**src/rtl/instruction_fetch.sv**
```systemverilog
// instruction_fetch: PC register and fetch stage feeding the decoder/controller.
// Ports: clock/resetN (async active-low); icacheReq/icacheAddr/icacheReady/icacheData
// form the cache handshake; instruction/instructionValid/pc present the fetched word;
// stall holds it; redirectValid/branch/unconditionalBranch/aluZero/branchOffset redirect the PC.
module instruction_fetch #(
    parameter int ADDR_WIDTH = 64,
    parameter logic [ADDR_WIDTH-1:0] RESET_PC = '0
) (
    input  logic                  clock,
    input  logic                  resetN,
    output logic                  icacheReq,
    output logic [ADDR_WIDTH-1:0] icacheAddr,
    input  logic                  icacheReady,
    input  logic [31:0]           icacheData,
    output logic [31:0]           instruction,
    output logic                  instructionValid,
    output logic [ADDR_WIDTH-1:0] pc,
    input  logic                  stall,
    input  logic                  redirectValid,
    input  logic                  branch,
    input  logic                  unconditionalBranch,
    input  logic                  aluZero,
    input  logic [ADDR_WIDTH-1:0] branchOffset
);
    typedef enum logic [1:0] {IDLE, FETCH, FLUSH, DELIVER} state_t;
    state_t state, nextState;
    logic [ADDR_WIDTH-1:0] fetchPc, flushAddr, target;
    logic taken;
    assign taken = redirectValid & (unconditionalBranch | (branch & aluZero));
    assign target = pc + (branchOffset << 2);
    assign icacheReq = (state == FETCH) || (state == FLUSH);
    // a flushed request must keep its original address until the cache answers it
    assign icacheAddr = (state == FLUSH) ? flushAddr : fetchPc;
    assign instructionValid = state == DELIVER;
    always_comb begin
        nextState = state;
        case (state)
            IDLE:    nextState = FETCH;
            FETCH:   nextState = icacheReady ? (taken ? FETCH : DELIVER) : (taken ? FLUSH : FETCH);
            FLUSH:   nextState = icacheReady ? FETCH : FLUSH;
            DELIVER: nextState = (taken || !stall) ? FETCH : DELIVER;
            default: nextState = IDLE;
        endcase
    end
    always_ff @(posedge clock or negedge resetN) begin
        if (!resetN) state <= IDLE;
        else state <= nextState;
    end
    always_ff @(posedge clock or negedge resetN) begin
        if (!resetN) begin
            fetchPc     <= RESET_PC;
            flushAddr   <= RESET_PC;
            pc          <= RESET_PC;
            instruction <= '0;
        end else begin
            if (state == FETCH && !icacheReady && taken) flushAddr <= fetchPc;
            if (state == FETCH && icacheReady && !taken) begin
                instruction <= icacheData;
                pc          <= fetchPc;
            end
            if (taken && state != IDLE) fetchPc <= target;
            else if (state == DELIVER && !stall) fetchPc <= pc + ADDR_WIDTH'(4);
        end
    end
endmodule

```
**config.mk**
```make
export PLATFORM = sky130hd
export DESIGN_NAME = instruction_fetch
export DESIGN_NICKNAME = d
export VERILOG_FILES = /design/src/rtl/instruction_fetch.sv
export SDC_FILE = /design/constraint.sdc
export NUM_CORES = 1
export LEC_CHECK = 0
export CORE_ASPECT_RATIO = 1.4
export CORE_MARGIN = 2
export CORE_UTILIZATION = 48
export DETAILED_ROUTE_END_ITERATION = 12
export PLACE_DENSITY = 0.75
export SETUP_SLACK_MARGIN = 0.3
export SYNTH_ARGS = -nofsm -noshare
export SYNTH_HDL_FRONTEND = slang
export SYNTH_SLANG_ARGS = --single-unit
```
**constraint.sdc**
```tcl
create_clock -name clock -period 5.25 [get_ports clock]
set_input_delay 1.3125 -clock clock [delete_from_list [all_inputs] [get_ports clock]]
set_output_delay 1.3125 -clock clock [all_outputs]
set_load 0.01 [all_outputs]
```
**Word-level counts from Yosys, hierarchy flattened**

Cells that the tools add are included.

- Bits in registers: 226
- Bits of input ports: 104

- $add $sub $neg: 2
- Eq/ne operators: 3
- Mux-type cells: 9
- Bitwise operators: 3
- Reductions and logical operators: 14

Operators by type and width:

| operator | number |
|---|---|
| two-way mux 64 bit | 3 |
| adder 64 x 3 -> 64 bit, second input constant | 1 |
| adder 64 bit | 1 |
| two-way mux 2 bit | 5 |
| one-hot mux 2 bit (4 select lines) | 1 |
| logical AND 1 bit | 6 |
| == test 2 bit, second input constant | 2 |
| nonzero test 2 bit | 2 |
| zero test 1 bit | 3 |
| bitwise AND 1 bit | 2 |
| == test 2 x 1 -> 1 bit, second input constant | 1 |
| zero test 2 bit | 1 |
| logical OR 1 bit | 2 |
| bitwise OR 1 bit | 1 |

**Longest topological paths before layout**

- Word-level depth: 6
- Depth in mapped cells: 17
- Depth with buffers taken out: 16

**Worst setup path before layout**

Ideal clock, no wire load.

- Kind: input to register
- From: input port branch
- To: register fetchPc[51]
- Setup time: 125 ps
- Arrival time: 4736 ps
- Data required time: 5125 ps
- Path slack: 389 ps
- Stages on the path: 17
- Path through: a21o_1 > nand2_1 > nor2_1 > clkbuf_1 > and2_1 > ha_1 > clkbuf_8 > nand4_2 > or4_4 > or3_1 > o21ba_2 > o41ai_2 > o41ai_2 > o21a_1 > a41o_1 > xor2_1 > mux2_2

- Longest elaborated chain between the ends: 5

RTL lines:

| what | line | RTL |
|---|---|---|
| start, declared | 20 | `input logic branch,` |
| bitwise AND 1 bit (*) | 29 | `assign taken = redirectValid & (unconditionalBranch \| (branch & aluZero));` |
| bitwise OR 1 bit (*) | 29 |  |
| bitwise AND 1 bit (*) | 29 |  |
| logical AND 1 bit (*) | 61 | `if (taken && state != IDLE) fetchPc <= target;` |
| two-way mux 64 bit / nonzero test 2 bit (equally long branches) | -- |  |
| end signal, assigned | 61 |  |
| end signal, assigned | 62 | `else if (state == DELIVER && !stall) fetchPc <= pc + ADDR_WIDTH'(4);` |
| end, declared | 27 | `logic [ADDR_WIDTH-1:0] fetchPc, flushAddr, target;` |

Mark *: on every way between the ends. The rest lies on a longest branch, timed or not.
A chain may end at the register's enable or synchronous reset.

**Worst setup path after layout**

Ends and elaborated chain as after synthesis.

==> impl_table.tex <==
\begin{tabular}{lr}
\hline
Metric & Value \\
\hline
\multicolumn{2}{l}{\textbf{Outcome}} \\
Result of the run & finished, final reports clean \\
\multicolumn{2}{l}{\textbf{STA}} \\
Max transition margin & 0.301 \\
Final Worst Setup Slack & about 0.44 ns \\
Period minus WS final & 4.81 ns \\
Max frequency & 0.208 GHz \\
Setup skew after layout & 0.0119 ns \\
Max Slew Vio Count & 0 \\
Finish-stage setup viols & 0 \\
Final cycle utilization of the critical path & 0.917 \\
RSZ-0062 raised after global routing & true \\
Worst-margin pin slew & roughly 1.0 ns \\
Count of final hold-check violations & 0 \\
\multicolumn{2}{l}{\textbf{Drt}} \\
Iter 0 DRT Violations & 525 \\
DRC & 0 \\
First-pass detailed-route iteration total & 7 \\
Wire per inst & 18.5 um \\
Antenna-violating nets left & 0 \\
Via count & 10600 \\
Final Routed Wirelength & between 30 and 40 mm \\
Average vias per placed instance & 5.47 \\
\multicolumn{2}{l}{\textbf{Critical path}} \\
Endpoint of the most critical register-to-register path & fetchPc[51] \\
List of cells traversed by the critical path & clkdlybuf4s50\_1 > a21o\_1 > nand2\_4 > nor2\_4 > buf\_12 > and2\_1 > ha\_1 > nand4\_2 > or4\_4 > or3\_4 > o32ai\_1 > buf\_4 > o41ai\_4 > o41ai\_2 > buf\_4 > o21a\_1 > a41o\_1 > xor2\_1 > mux2\_2 \\
Category of the worst setup path launch point & primary input \\
Critical Path Max Stage Delay & 0.56 ns \\
Arrival time of the worst setup path & 5.21 ns \\
Maximum fanout count along the critical path & 19 \\
Reg2reg setup slack & 1.11 ns \\
CP max stage cell & sky130\_fd\_sc\_hd\_\_or4\_4 \\
Worst Path Required & 5.65 ns \\
Largest delay share family, worst path & simple AND/OR/NAND/NOR gates \\
Cell type with the highest occurrence count on the critical path & sky130\_fd\_sc\_hd\_\_buf\_4 \\
Origin of the critical flop-to-flop path & state[0] \\
Capturing element type of the critical path & flip-flop \\
CP Class & in -> reg \\
Worst reg2reg path depth & 18 \\
Crit path buf inv count & 4 \\
\multicolumn{2}{l}{\textbf{GRT}} \\
Wire length of the first global-routing pass & 57.3 mm \\
Antenna violations before repair & 0 \\
Total Routing Usage GR & 0.247 \\
Vias in the first global route & 11100 \\
Global route overflow & 0 \\
Pin count of the biggest net entering global routing & 114 \\
\multicolumn{2}{l}{\textbf{Logic synthesis}} \\
Count of flip-flops with a built-in enable after synthesis & 0 \\
Share of flip-flops with an asynchronous set or reset & 1.00 \\
Synthesized flop and latch total & around 230 \\
Number of standard cells after synthesis & 1245 \\
Most frequent cell after synthesis & sky130\_fd\_sc\_hd\_\_dfrtp\_1 \\
Cell types with the highest counts after synthesis & 226 x sky130\_fd\_sc\_hd\_\_dfrtp\_1, 224 x sky130\_fd\_sc\_hd\_\_mux2\_2, 122 x sky130\_fd\_sc\_hd\_\_a21oi\_1 \\
Netlist cell types & 67 \\
Post-synth design cell area & 13200 sq um \\
Average size of a mapped cell & 10.6 sq um \\
Number of synthesis warnings & 0 \\
Yosys top cell area share & 0.428 \\
Cell type contributing the most total cell area after synthesis & sky130\_fd\_sc\_hd\_\_dfrtp\_1 \\
Portion of the post-synthesis area used by sequential elements & 0.428 \\
Most area-consuming cells after synthesis & sky130\_fd\_sc\_hd\_\_dfrtp\_1 43\%, sky130\_fd\_sc\_hd\_\_mux2\_2 19\%, sky130\_fd\_sc\_hd\_\_ha\_1 6.3\% \\
Synth Flop Type & sky130\_fd\_sc\_hd\_\_dfrtp\_1 \\
Synthesized netlist net count & 1416 \\
\multicolumn{2}{l}{\textbf{Floorplanning}} \\
Top-level I/O count & around 270 \\
Std cell rows & 71 \\
Placeable core region & 27000 sq um \\
Initial Utilization & 0.489 \\
Die outline height & 200 um \\
Horizontal extent of the die & 144 um \\
Die area & 28900 sq um \\
\multicolumn{2}{l}{\textbf{Pwr}} \\
Static leakage & about 7.6 nW \\
Worst ir drop on vdd & 0.399 mV \\
Power per cell area & 620 nW/um\^{}2 \\
Tot Pwr & 0.0109 W \\
\multicolumn{2}{l}{\textbf{Clocking}} \\
Worst skew pair latency & 0.52 ns \\
Bufs on Longest Clock Path & 3 \\
Clock buffer count from CTS & 24 \\
Root Buffer & sky130\_fd\_sc\_hd\_\_clkbuf\_16 \\
Clock edge transition at the registers on the reported setup and hold paths & 0.06 ns \\
Clk sink count & 226 \\
H-tree levels & 1 \\
Clock tree from TritonCTS & done \\
\multicolumn{2}{l}{\textbf{Placement}} \\
Routability congestion estimate & 0.975 \\
Worst Setup Slack post-DPL & -0.292 ns \\
Port Buffer Count & 263 \\
Post-detailed-placement half-perimeter wirelength & $\sim$26 mm \\
\multicolumn{2}{l}{\textbf{Cells and area}} \\
Fraction of final layout cells with drive strength greater than 1 & 0.247 \\
Total inserted antenna cells & 0 \\
Area growth, synth to finish & 32.9\% \\
Post-layout net count & 1730 \\
\multicolumn{2}{l}{\textbf{Worst hold path}} \\
Min-delay worst type & reg -> reg \\
Number of stages on the worst hold path & 1 \\
Startpoint of the most critical hold path & flushAddr[46] \\
Endpoint of the worst hold path & flushAddr[46] \\
\multicolumn{2}{l}{\textbf{Job}} \\
Number of maximum-capacitance constraint violations & 0 \\
\hline
\end{tabular}
power breakdown:
group	leakage [nW]	internal (W)	switching, W	total [W]
clock	0.413	0.00105	0.000714	0.00176
combinational	4.59	0.00317	0.00273	0.00589
sequential	2.62	0.00258	0.000642	0.00322
timing repair:
action                                  in CTS  in global routing
resized for setup                            1                  9
hold buffers                                 0                  0
setup buffers                                0                  1
pin swaps                                    0                  3
endpoints found under the setup margin       1                 19
sequential cells by signal (all words and copies together), names as in the netlist:
name and cells:
fetchPc 64, flushAddr 64, pc 64, instruction 32, state 2
worst max-delay path by stage:
stage / start / end / slack (ns) / cells after the start
2_1_floorplan: branch / fetchPc[51] / 0.39 / 17
3_3_place_gp: branch / fetchPc[51] / -0.20 / 19
3_5_place_dp: branch / fetchPc[57] / -0.29 / 19
4_1_cts: branch / fetchPc[51] / 0.31 / 19
5_1_grt: aluZero / fetchPc[58] / 0.26 / 18
6_report: branch / fetchPc[51] / 0.44 / 19
stage by stage:
stage	instance area [sq um]	hold WS (ns)	TNS [ns]	utilization	instances
final	17600	0.500	0	0.650	1941
after global routing	17600	0.512	0	0.650	1941
after CTS	17500	0.501	0	0.648	1940
after detailed placement	16700	0.487	-2.60	0.618	1897
after global placement	16700	0.475	-1.72	0.618	1897
after floorplan	13200	0.469	0	-	1245
final cells by class:
type	instances	area, sq um
Inverter	26	97.6
Sequential cell	226	5660
Fill cell	2196	9450
Clock buffer	32	712
Clock inverter	11	115
Multi-Input combinational cell	929	7180
Tap cell	365	457
Timing Repair Buffer	352	3330
cells by family after synthesis:
logic type,share of synthesized area
and+or+nand+nor,0.109
AOI/OAI and AO/OA,0.134
DFF,0.428
muxes,0.192
buffers and inverters,0.0339
adders and majority gates,0.0641
xor gates and xnor gates,0.0391
placed cells by master, fill, tap and decap left out, types with 26 or more instances in the layout:
cell type	synthesis	routed
sky130_fd_sc_hd__clkdlybuf4s50_1	0	262
sky130_fd_sc_hd__dfrtp_1	226	226
sky130_fd_sc_hd__mux2_2	224	224
sky130_fd_sc_hd__a21oi_1	122	120
sky130_fd_sc_hd__buf_4	3	87
sky130_fd_sc_hd__nor2_1	82	81
sky130_fd_sc_hd__nand2_1	75	74
sky130_fd_sc_hd__and2_1	65	65
sky130_fd_sc_hd__ha_1	66	65
sky130_fd_sc_hd__o21ai_0	49	47
sky130_fd_sc_hd__xnor2_1	34	34
sky130_fd_sc_hd__a21o_1	34	33
sky130_fd_sc_hd__inv_1	26	26
worst register-to-register path: cells and delay by family, from the launching register on:
kind,cells,cell delay [ns]
xor gates and xnor gates,1,0.07
adders and majority gates,2,0.58
and+or+nand+nor,5,1.29
muxes,1,0.27
AOI/OAI and AO/OA,5,0.78
buffers and inverters,4,0.64
DFF,1,0.40
routing by layer:
layer | GRT usage | share of wire | vias up
li1 | - | - | 5065
met1 | 0.290 | 0.39 | 5179
met2 | 0.461 | 0.54 | 307
met3 | 0.0342 | 0.047 | 61
met4 | 0.0700 | 0.025 | 0
met5 | 0 | 0 | -
(Power assumes the default switching activity.)
==> RTL change, RTL diff (config.mk and constraints unchanged) <==
The 4 states of `state_t` get a Gray code encoding in 2 bits.
--- a/src/rtl/instruction_fetch.sv
+++ b/src/rtl/instruction_fetch.sv
@@ -24,3 +24,3 @@
 );
-    typedef enum logic [1:0] {IDLE, FETCH, FLUSH, DELIVER} state_t;
+    typedef enum logic [1:0] {IDLE = 2'b00, FETCH = 2'b01, FLUSH = 2'b11, DELIVER = 2'b10} state_t;
     state_t state, nextState;
Function: same outputs for any inputs over 4 cycles, from zero or initial values and one cycle with resetN low; so few cycles prove little.
==> RTL change against the unedited design <==
- clock power decreased by 3%
- first-iteration DRC count increased by 21%
- cell area increased by 1.4%
- synthesized area increased by 1.0%
- synthesized cell count increased by 4.7%
- sequential power about the same
- sequential cell count unchanged
- global-route usage increased by 0.86 points
- register-to-register slack improved by 0.04 ns
- critical path depth decreased by 2
- maximum frequency increased by 1.2%
- total power increased by 1.2%
- setup slack improved by 0.058 ns
- wire length increased by 3.0%
- critical endpoint is now fetchPc[39]
- largest power group unchanged
==> RTL change: results (changes against the unedited design) <==
- The flow ran to the end, and the final reports show no timing, DRC or antenna violations.
- The clock group share of total power is 0.155 (-0.007).
- The endpoint of the worst hold path is instruction[9].
- The first-pass detailed-route iteration total is 5 (-2).
- The length of routed met2 wiring is 18800 um (-2.3%).
- The number of global-route vias before repair is 11852 (+7.2%).
- The setup clock skew after layout is 0.0183 ns (+0.00644 ns).
- By area the synthesized netlist is led by sky130_fd_sc_hd__dfrtp_1 (42%), sky130_fd_sc_hd__mux2_2 (19%), sky130_fd_sc_hd__ha_1 (5.8%), sky130_fd_sc_hd__a21oi_1 (4.0%), sky130_fd_sc_hd__and2_1 (3.0%).
- The unique cell type count in the Yosys netlist is 63 (-6.0%).
- The fraction of cell area in non-clock buffers came to 0.191 (+0.00110).
- The met3 track utilization from global routing came to 0.0331 (-0.00111).
- The routing usage on met2 came to 0.450 (-0.0116).
- The mux share of post-synthesis cell area is 0.191 (-0.00119).
- The xor-xnor portion of the synthesized cell area came to 0.0315 (-0.00762).
- The leakage component of the power came to 7.68 nW (+0.73%).
- The multi-input logic area is 7400 um^2 (+3.0%).
- The worst slack at placement came to -0.306 ns (-0.0146 ns).
- The number of antenna violations at the first check in global routing was 1 (+1).
- The largest net degree at the start of global routing came to 97 (-15%).
- The total global-route track usage is 0.255 (+0.00861).
- The count of multi-input gates is 986 (+6.1%).
- The number of violations reported at the end of detailed-routing iteration 0 is 633 (+21%).
- The clock period minus worst slack is 4.76 ns (-0.0581 ns).
- The via count came to 11206 (+5.6%).
- The switching power share of the total is 0.377 (+0.00236).
- The fraction of area in clock buffers and inverters came to 0.0445 (-0.00264).
- The met3 wirelength from detailed routing was 1780 um (+6.3%).
- The global-route wire length before repair is 59900 um (+4.6%).
- The synthesized net count is 1471 (+3.9%).
- The clock latency of the later-clocked register in the worst-skew pair is roughly 0.53 ns.
- The sequential-cell power consumption is 3.23 mW (about the same).
- The worst hold path belongs to the class flip-flop to flip-flop.
- The global placement routability congestion is 0.943 (-3.3%).
- The wire length per cell after detailed routing is 18.4 um (-0.41%).
- The post-synthesis share of cell area spent on full adders, half adders and majority gates is 0.0597 (-0.00440).
- The setup slack of the most critical reg-to-reg path was 1.15 ns (+0.04 ns).
- The total power divided by cell area was 618 nW/um^2 (-0.27%).
- The antenna diode count was 1 (+1).
- The maximum fanout count along the critical path came to 6 (-13).
- The fraction of met1 tracks used by global routing is 0.307 (+0.0176).
- The routed wire length is 37000 um (+3.0%).
- The compound-cell area share of the yosys netlist was 0.137 (+0.00362).
- The count of non-CTS buffers in the layout came to 356 (+1.1%).
- The number of non-clock inverters is 25 (-3.8%).
- The maximum vdd drop came to 0.000422 V (+5.8%).
- The share of cells above drive strength 1 came to 0.232 (-0.0153).
- The number of cells after detailed placement came to 1960 (+3.3%).
- The portion of the post-synthesis area used by sequential elements is 0.424 (-0.00434).
- The final net count came to 1786 (+3.2%).
## RTL change: changes by cell type after synthesis, sizes merged, moves of 8 or more
| cell | before | now |
|---|---|---|
| a211oi | 5 | 15 |
| o21ai | 49 | 59 |
| nand2 | 75 | 88 |
| xnor2 | 34 | 24 |
| nor2 | 82 | 100 |
| nor3 | 11 | 26 |
| o21bai | 19 | 11 |
| a21oi | 123 | 107 |
## RTL change: through the flow
| step | cell area (um^2) | util | hold slack [ns] |
|---|---|---|---|
| detailed placement | 17000 | 0.618 | 0.492 |
| global placement | 17000 | 0.618 | 0.476 |
| global route | 17800 | 0.648 | 0.519 |
| floorplan | 13300 | - | 0.468 |
| finish | 17800 | 0.648 | 0.503 |
| CTS | 17800 | 0.647 | 0.506 |
## RTL change: critical path, stage by stage
cell and delay (ns):
sky130_fd_sc_hd__clkdlybuf4s50_1 0.41, sky130_fd_sc_hd__a21o_1 0.17, sky130_fd_sc_hd__nand2_1 0.14, sky130_fd_sc_hd__nor2_4 0.09, sky130_fd_sc_hd__buf_4 0.18, sky130_fd_sc_hd__and2_1 0.16
sky130_fd_sc_hd__ha_1 0.27, sky130_fd_sc_hd__a211oi_1 0.38, sky130_fd_sc_hd__o21ai_0 0.23, sky130_fd_sc_hd__a221oi_4 0.34, sky130_fd_sc_hd__o21ai_0 0.25, sky130_fd_sc_hd__buf_4 0.20
sky130_fd_sc_hd__a211oi_1 0.25, sky130_fd_sc_hd__and2_1 0.30, sky130_fd_sc_hd__o221ai_1 0.19, sky130_fd_sc_hd__xnor2_1 0.16, sky130_fd_sc_hd__a21oi_1 0.15
## RTL change: what timing repair did
action,4_1_cts,5_1_grt
setup buffers,2,1
endpoints found under the setup margin,2,13
gates resized for setup,0,6
pin swaps,1,1
hold buffers,0,0
